`config.mk`:
```
export PLATFORM = sky130hd
export DESIGN_NAME = mem_bist_ctrl
export DESIGN_NICKNAME = d
export VERILOG_FILES = /design/src/rtl/mem_bist_pkg.sv /design/src/rtl/mem_bist_addr_cnt.sv /design/src/rtl/mem_bist_ctrl.sv
export SDC_FILE = /design/constraint.sdc
export NUM_CORES = 1
export LEC_CHECK = 0
export CAP_MARGIN = 20
export CORE_MARGIN = 2
export CORE_UTILIZATION = 53
export CTS_BUF_LIST = sky130_fd_sc_hd__clkbuf_16
export DETAILED_ROUTE_END_ITERATION = 8
export GPL_TIMING_DRIVEN = 0
export HOLD_SLACK_MARGIN = 0.1
export PLACE_DENSITY = 0.87
export SYNTH_ARGS = -nofsm -noshare
export SYNTH_HDL_FRONTEND = slang
export SYNTH_SLANG_ARGS = --single-unit
```
`constraint.sdc`:
```
create_clock -name clk -period 5.5 [get_ports clk]
set_clock_uncertainty 0.1 [all_clocks]
set_input_delay 0.55 -clock clk [delete_from_list [all_inputs] [get_ports clk]]
set_output_delay 0.55 -clock clk [all_outputs]
set_load 0.01 [all_outputs]
```
`src/rtl/mem_bist_pkg.sv`:
```
// Shared widths, FSM state encoding and the expected-pattern function for the memory BIST.
package mem_bist_pkg;

   localparam int unsigned ADDR_W = 5;
   localparam int unsigned DATA_W = 8;
   localparam int unsigned DEPTH  = 32;
   localparam int unsigned ERR_W  = 7;
   localparam int unsigned WAIT_W = 2;

   typedef enum logic [2:0] {
      IDLE,
      WRITE,
      READ,
      WAIT,
      DONE
   } bist_state_t;

   // Pattern for one address; inv selects the complemented polarity.
   function automatic logic [DATA_W-1:0] exp_data(input logic [ADDR_W-1:0] addr,
                                                  input logic [DATA_W-1:0] seed,
                                                  input logic              inv);
      return DATA_W'(addr) ^ seed ^ {DATA_W{inv}};
   endfunction

endpackage

```
`src/rtl/mem_bist_addr_cnt.sv`:
```
// Address counter with last-address flag, plus the read-latency wait down-counter.
module mem_bist_addr_cnt
   import mem_bist_pkg::*;
#(
   parameter int unsigned READ_LAT = 1
) (
   input  logic              clk,
   input  logic              rst_n,
   input  logic              clr_i,
   input  logic              inc_i,
   input  logic              wload_i,
   input  logic              wdec_i,
   output logic [ADDR_W-1:0] cnt_o,
   output logic              last_c,
   output logic              wzero_c
);

   logic [ADDR_W-1:0] cnt_q, cnt_d;
   logic [WAIT_W-1:0] wcnt_q, wcnt_d;

   always_comb begin
      cnt_d  = cnt_q;
      wcnt_d = wcnt_q;
      if (clr_i) begin
         cnt_d = '0;
      end else if (inc_i) begin
         cnt_d = cnt_q + ADDR_W'(1);
      end
      if (wload_i) begin
         wcnt_d = WAIT_W'(READ_LAT - 1);
      end else if (wdec_i && (wcnt_q != '0)) begin
         wcnt_d = wcnt_q - WAIT_W'(1);
      end
   end

   always_ff @(posedge clk) begin
      if (!rst_n) begin
         cnt_q  <= '0;
         wcnt_q <= '0;
      end else begin
         cnt_q  <= cnt_d;
         wcnt_q <= wcnt_d;
      end
   end

   assign cnt_o   = cnt_q;
   assign last_c  = (cnt_q == ADDR_W'(DEPTH - 1));
   assign wzero_c = (wcnt_q == '0);

endmodule

```
`src/rtl/mem_bist_ctrl.sv`:
```
// Memory BIST master for the 32x8 memory: write pattern, read back, compare, report.
// Define MEM_BIST_INV_PASS_EN to add a second write/read pass with the complemented pattern.
module mem_bist_ctrl
   import mem_bist_pkg::*;
#(
   parameter logic [DATA_W-1:0] SEED     = 8'hA5,
   parameter int unsigned       READ_LAT = 1
) (
   input  logic              clk,
   input  logic              rst_n,
   input  logic              start,
   output logic              busy,
   output logic              done,
   output logic              pass,
   output logic [ERR_W-1:0]  err_count,
   output logic [ADDR_W-1:0] fail_addr,
   output logic [DATA_W-1:0] fail_data,
   output logic [ADDR_W-1:0] addr,
   output logic [DATA_W-1:0] data_in,
   output logic              read,
   output logic              write,
   input  logic [DATA_W-1:0] data_out
);

   bist_state_t       state_q, state_d;
   logic              busy_q, busy_d;
   logic              done_q, done_d;
   logic              pass_q, pass_d;
   logic [ERR_W-1:0]  err_q, err_d;
   logic [ADDR_W-1:0] fail_addr_q, fail_addr_d;
   logic [DATA_W-1:0] fail_data_q, fail_data_d;
   logic [DATA_W-1:0] data_in_q, data_in_d;
   logic              read_q, read_d;
   logic              write_q, write_d;
   logic              mism;
   logic              inv_cur;

   logic              cnt_clr, cnt_inc, w_load, w_dec;
   logic [ADDR_W-1:0] cnt;
   logic              cnt_last, w_zero;

`ifdef MEM_BIST_INV_PASS_EN
   logic inv_q, inv_d;
   assign inv_cur = inv_q;
`else
   assign inv_cur = 1'b0;
`endif

   mem_bist_addr_cnt #(
      .READ_LAT (READ_LAT)
   ) u_cnt (
      .clk     (clk),
      .rst_n   (rst_n),
      .clr_i   (cnt_clr),
      .inc_i   (cnt_inc),
      .wload_i (w_load),
      .wdec_i  (w_dec),
      .cnt_o   (cnt),
      .last_c  (cnt_last),
      .wzero_c (w_zero)
   );

   // Next state plus next value of every registered output.
   always_comb begin
      state_d     = state_q;
      busy_d      = busy_q;
      done_d      = done_q;
      pass_d      = pass_q;
      err_d       = err_q;
      fail_addr_d = fail_addr_q;
      fail_data_d = fail_data_q;
      data_in_d   = data_in_q;
      read_d      = 1'b0;
      write_d     = 1'b0;
      cnt_clr     = 1'b0;
      cnt_inc     = 1'b0;
      w_load      = 1'b0;
      w_dec       = 1'b0;
      mism        = 1'b0;
`ifdef MEM_BIST_INV_PASS_EN
      inv_d       = inv_q;
`endif

      case (state_q)
         // DONE also accepts start so a held request is never lost.
         IDLE, DONE: begin
            if (state_q == DONE) begin
               state_d = IDLE;
            end
            if (start) begin
               state_d     = WRITE;
               busy_d      = 1'b1;
               done_d      = 1'b0;
               pass_d      = 1'b0;
               err_d       = '0;
               fail_addr_d = '0;
               fail_data_d = '0;
               cnt_clr     = 1'b1;
               write_d     = 1'b1;
               data_in_d   = exp_data('0, SEED, 1'b0);
`ifdef MEM_BIST_INV_PASS_EN
               inv_d       = 1'b0;
`endif
            end
         end
         WRITE: begin
            if (cnt_last) begin
               state_d = READ;
               cnt_clr = 1'b1;
               read_d  = 1'b1;
            end else begin
               cnt_inc   = 1'b1;
               write_d   = 1'b1;
               data_in_d = exp_data(cnt + ADDR_W'(1), SEED, inv_cur);
            end
         end
         READ: begin
            state_d = WAIT;
            w_load  = 1'b1;
         end
         WAIT: begin
            if (w_zero) begin
               mism = (data_out != exp_data(cnt, SEED, inv_cur));
               if (mism) begin
                  err_d = err_q + ERR_W'(1);
                  if (err_q == '0) begin
                     fail_addr_d = cnt;
                     fail_data_d = data_out;
                  end
               end
               if (!cnt_last) begin
                  state_d = READ;
                  cnt_inc = 1'b1;
                  read_d  = 1'b1;
               end
`ifdef MEM_BIST_INV_PASS_EN
               else if (!inv_q) begin
                  state_d   = WRITE;
                  cnt_clr   = 1'b1;
                  inv_d     = 1'b1;
                  write_d   = 1'b1;
                  data_in_d = exp_data('0, SEED, 1'b1);
               end
`endif
               else begin
                  state_d = DONE;
                  busy_d  = 1'b0;
                  done_d  = 1'b1;
                  pass_d  = (err_d == '0);
               end
            end else begin
               w_dec = 1'b1;
            end
         end
         default: begin
            state_d = IDLE;
         end
      endcase
   end

   always_ff @(posedge clk) begin
      if (!rst_n) begin
         state_q     <= IDLE;
         busy_q      <= 1'b0;
         done_q      <= 1'b0;
         pass_q      <= 1'b0;
         err_q       <= '0;
         fail_addr_q <= '0;
         fail_data_q <= '0;
         data_in_q   <= '0;
         read_q      <= 1'b0;
         write_q     <= 1'b0;
`ifdef MEM_BIST_INV_PASS_EN
         inv_q       <= 1'b0;
`endif
      end else begin
         state_q     <= state_d;
         busy_q      <= busy_d;
         done_q      <= done_d;
         pass_q      <= pass_d;
         err_q       <= err_d;
         fail_addr_q <= fail_addr_d;
         fail_data_q <= fail_data_d;
         data_in_q   <= data_in_d;
         read_q      <= read_d;
         write_q     <= write_d;
`ifdef MEM_BIST_INV_PASS_EN
         inv_q       <= inv_d;
`endif
      end
   end

   assign busy      = busy_q;
   assign done      = done_q;
   assign pass      = pass_q;
   assign err_count = err_q;
   assign fail_addr = fail_addr_q;
   assign fail_data = fail_data_q;
   assign addr      = cnt;
   assign data_in   = data_in_q;
   assign read      = read_q;
   assign write     = write_q;

endmodule

```
==> impl_metrics.py <==
metrics = {
    "clock_tree": {
        "clock-sinks": 41,
        "cts.reportedPaths.clkPinSlew_ns": 0.05,
        "cts_tree": "yes",
        "cts-buffers-inserted": 5,
        "number_of_hold_buffers_added_after_cts": 0,
        "ctsLongestPathBuffers": 2,
        "cts_max_level": 2,
        "clkLatencyLatePin_ns": 0.29,
        "post_cts.repair.setup_buffers": 0,
        "cts_root_buffer": "sky130_fd_sc_hd__clkbuf_16",
        "post_cts_resize_count": 0,
    },
    "synthesis": {
        "top_flip_flop_cell_by_instance_count_after_synthesis": "sky130_fd_sc_hd__dfxtp_1",
        "number_of_enable_flip_flop_cells_after_synthesis": 0,
        "seq_area_frac_synth_pct": 41.2,
        "synth.net_count": 250,
        "postSynth.asyncResetShare_pct": 0,
        "netlist-cell-type-count": 47,
        "yosys_warnings": 0,
        "synthesis.instances": 234,
        "syn-cell-area_um2": 1990,
        "postSynthRegisterBits": 41,
        "syn_area_per_cell_um2": 8.52,
    },
    "floorplanning": {
        "initial_util_pct": 54.9,
        "fp.dieW_um": 65.3,
        "rows": 22,
        "floorplan.die_area_um2": 4270,
        "design.core.area_um2": 3630,
        "floorplan.io_pins": 49,
        "die_h_um": 65.3,
    },
    "timing": {
        "finalWorstPathRequiredPeriod_ns": 2.48,
        "grt_setup_unrepaired": "false",
        "hold_viol": 0,
        "finalMaxSlewViolations": 0,
        "timing.final.crit_share_pct": 45.0,
        "max_clock_freq_ghz": 0.404,
        "total_negative_slack_for_setup_checks_ns": 0,
        "max-slew-margin-rel_pct": 64.3,
        "worstMarginPinSlew_ns": 0.535,
        "holdWs_ns": 0.369,
        "final-setup-viol-count": 0,
    },
    "critical_path": {
        "timing.critical_path.from_type": "primary input",
        "required_ns": 5.63,
        "critical_path.max_fanout": 10,
        "worst-r2r-cell-count": 8,
        "worstSetupPathType": "in -> reg",
        "worstSetupEndpointType": "register",
        "worst_ep_arrival_time_ns": 2.61,
    },
    "global_route": {
        "globalRouteOverflowTotal": 0,
        "grt_max_degree": 14,
        "global_route.peak_usage_layer": "met2",
        "grt_pass1_wl_um": 7930,
        "number_of_global_route_vias_before_repair": 1674,
        "use_met3_pct": 6.34,
        "grt.met2_usage_pct": 38.5,
        "use_met1_pct": 31.3,
        "global_route.usage.total_pct": 24.1,
        "grt_antenna_before_repair": 0,
    },
    "worst_hold_path": {
        "min_delay_path_depth": 2,
        "tightest_hold_check_type": "reg -> reg",
    },
    "routing": {
        "drt-pass1-iter-count": 4,
        "drt-wirelength-per-cell_um": 14.6,
        "drc": 0,
        "antenna_violating_nets_post_route": 0,
        "dr_total_vias": 1911,
        "avgViaCountPerCell": 5.67,
        "drtIter0Drc": 138,
        "routed_wirelength_um": 4920,
    },
    "status": {
        "outcome": "completed",
    },
    "cells_and_area": {
        "antennaDiodeCount": 0,
        "final.fill_count": 298,
        "flow.area_growth_from_synthesis_pct": 33.8,
        "num-nets-final": 304,
        "drive_gt1_share_pct": 6.92,
    },
    "power": {
        "peakVddDrop_mv": 0.150,
        "p_leak_nw": 0.990,
        "design_power_total_uw": 654,
        "power.density_nw_per_um2": 245,
    },
    "placement": {
        "io_buffer_count": 47,
        "hpwl_um": 3430,
        "globalplace.congestion": 0.905,
    },
    "flow_run": {
        "max-cap-violations": 0,
    },
}
[sequential cells by signal (all words and copies together) (netlist names)]
signal / flops
fail_data: 8
pass: 1
write: 1
u_cnt.cnt_o: 5
read: 1
fail_addr: 5
u_cnt.wcnt_q: 2
done: 1
state_q: 3
err_count: 7
busy: 1
data_in: 6
[through the flow]
stage / cells / setup slack, ns / instance area [um2] / utilization (%)
global route: 337 / 2.93 / 2670 / 73.4
global placement: 329 / 2.79 / 2520 / 69.5
CTS: 337 / 3.04 / 2670 / 73.4
floorplan: 234 / 3.37 / 1990 / -
finish: 337 / 3.02 / 2670 / 73.4
detailed placement: 329 / 2.76 / 2520 / 69.5
[Yosys cell counts, types with 3 or more instances]
cell type                  count  share of area, %
sky130_fd_sc_hd__a21oi_1      16               4.0
sky130_fd_sc_hd__a22oi_1      15               5.6
sky130_fd_sc_hd__and3_1        3              0.94
sky130_fd_sc_hd__buf_4         3               1.1
sky130_fd_sc_hd__clkbuf_1      7               1.3
sky130_fd_sc_hd__dfxtp_1      41                41
sky130_fd_sc_hd__ha_1          5               3.1
sky130_fd_sc_hd__inv_1         7               1.3
sky130_fd_sc_hd__mux2i_1       3               1.5
sky130_fd_sc_hd__nand2_1      22               4.1
sky130_fd_sc_hd__nand3_1      10               2.5
sky130_fd_sc_hd__nand4_1       5               1.6
sky130_fd_sc_hd__nor2_1       28               5.3
sky130_fd_sc_hd__nor2b_1      13               4.1
sky130_fd_sc_hd__nor3_1        4               1.0
sky130_fd_sc_hd__o21ai_0       5               1.3
sky130_fd_sc_hd__xnor2_1       4               1.8
sky130_fd_sc_hd__xor2_1        6               2.6
[metal layers]
metal	routed length [um]	share of wire (%)
met1	2230	45
met2	2330	47
met3	286	5.8
met4	72	1.5
met5	0	0
[power breakdown]
part           internal (mW)  switching [mW]  total (mW)
Combinational         0.0289          0.0334      0.0623
Clock                  0.166           0.120       0.287
Sequential             0.302         0.00276       0.305
Total                  0.497           0.156       0.654
[critical path, cell delays in order]
cell                              delay (ns)
sky130_fd_sc_hd__clkdlybuf4s50_1        0.49
sky130_fd_sc_hd__xnor2_2                0.18
sky130_fd_sc_hd__nor4_4                 0.39
sky130_fd_sc_hd__nand2_2                0.10
sky130_fd_sc_hd__buf_6                  0.16
sky130_fd_sc_hd__a2111o_1               0.40
sky130_fd_sc_hd__a22oi_1                0.17
sky130_fd_sc_hd__o211a_1                0.16
[final timing paths]
kind / start / end / slack (ns)
worst min register to register: done$_SDFFE_PN0P_ / done$_SDFFE_PN0P_ / 0.37
worst min-delay path: done$_SDFFE_PN0P_ / done$_SDFFE_PN0P_ / 0.37
worst max-delay path: data_out[0] / pass$_SDFFE_PN0P_ / 3.02
worst max register to register: u_cnt.cnt_o[1]$_SDFFE_PP0P_ / u_cnt.cnt_o[3]$_SDFFE_PP0P_ / 3.17
[logic make-up (layout without fill, tap and decap cells)]
family,after synthesis,count (layout),share of synthesized area [%]
AND/OR/NAND/NOR,98,98,24.8
AO/OA/AOI/OAI,54,54,18.6
flip-flops,41,41,41.2
buffers and inverters,21,76,5.40
XOR/XNOR,11,11,5.21
adder cells (fa/ha/maj),5,5,3.14
multiplexers,3,3,1.51
other,1,1,0.188
[cells in the final DEF (no fill, tap or decap), drive strengths merged, types with 6 or more instances in the layout]
cell | synthesis | final
nor2b | 13 | 13
nand2 | 23 | 23
clkdlybuf4s50 | 0 | 47
nor2 | 28 | 28
dfxtp | 41 | 41
a21oi | 16 | 16
buf | 7 | 7
a22oi | 15 | 15
clkbuf | 7 | 12
nand3 | 10 | 10
o21ai | 6 | 6
xor2 | 6 | 6
inv | 7 | 7
[final cells by class]
type                       instances  area [um2]  area share, %
timing repair buffer              47         470           17.6
clock buffer                       5         125           4.69
tap                               48        60.1           2.25
buffer                            14        81.3           3.05
clock inverter                     3        17.5          0.657
inverter                           7        26.3          0.985
multi-input combinational        172        1070           40.0
sequential                        41         821           30.8
Power figures use the tool's default switching activity.
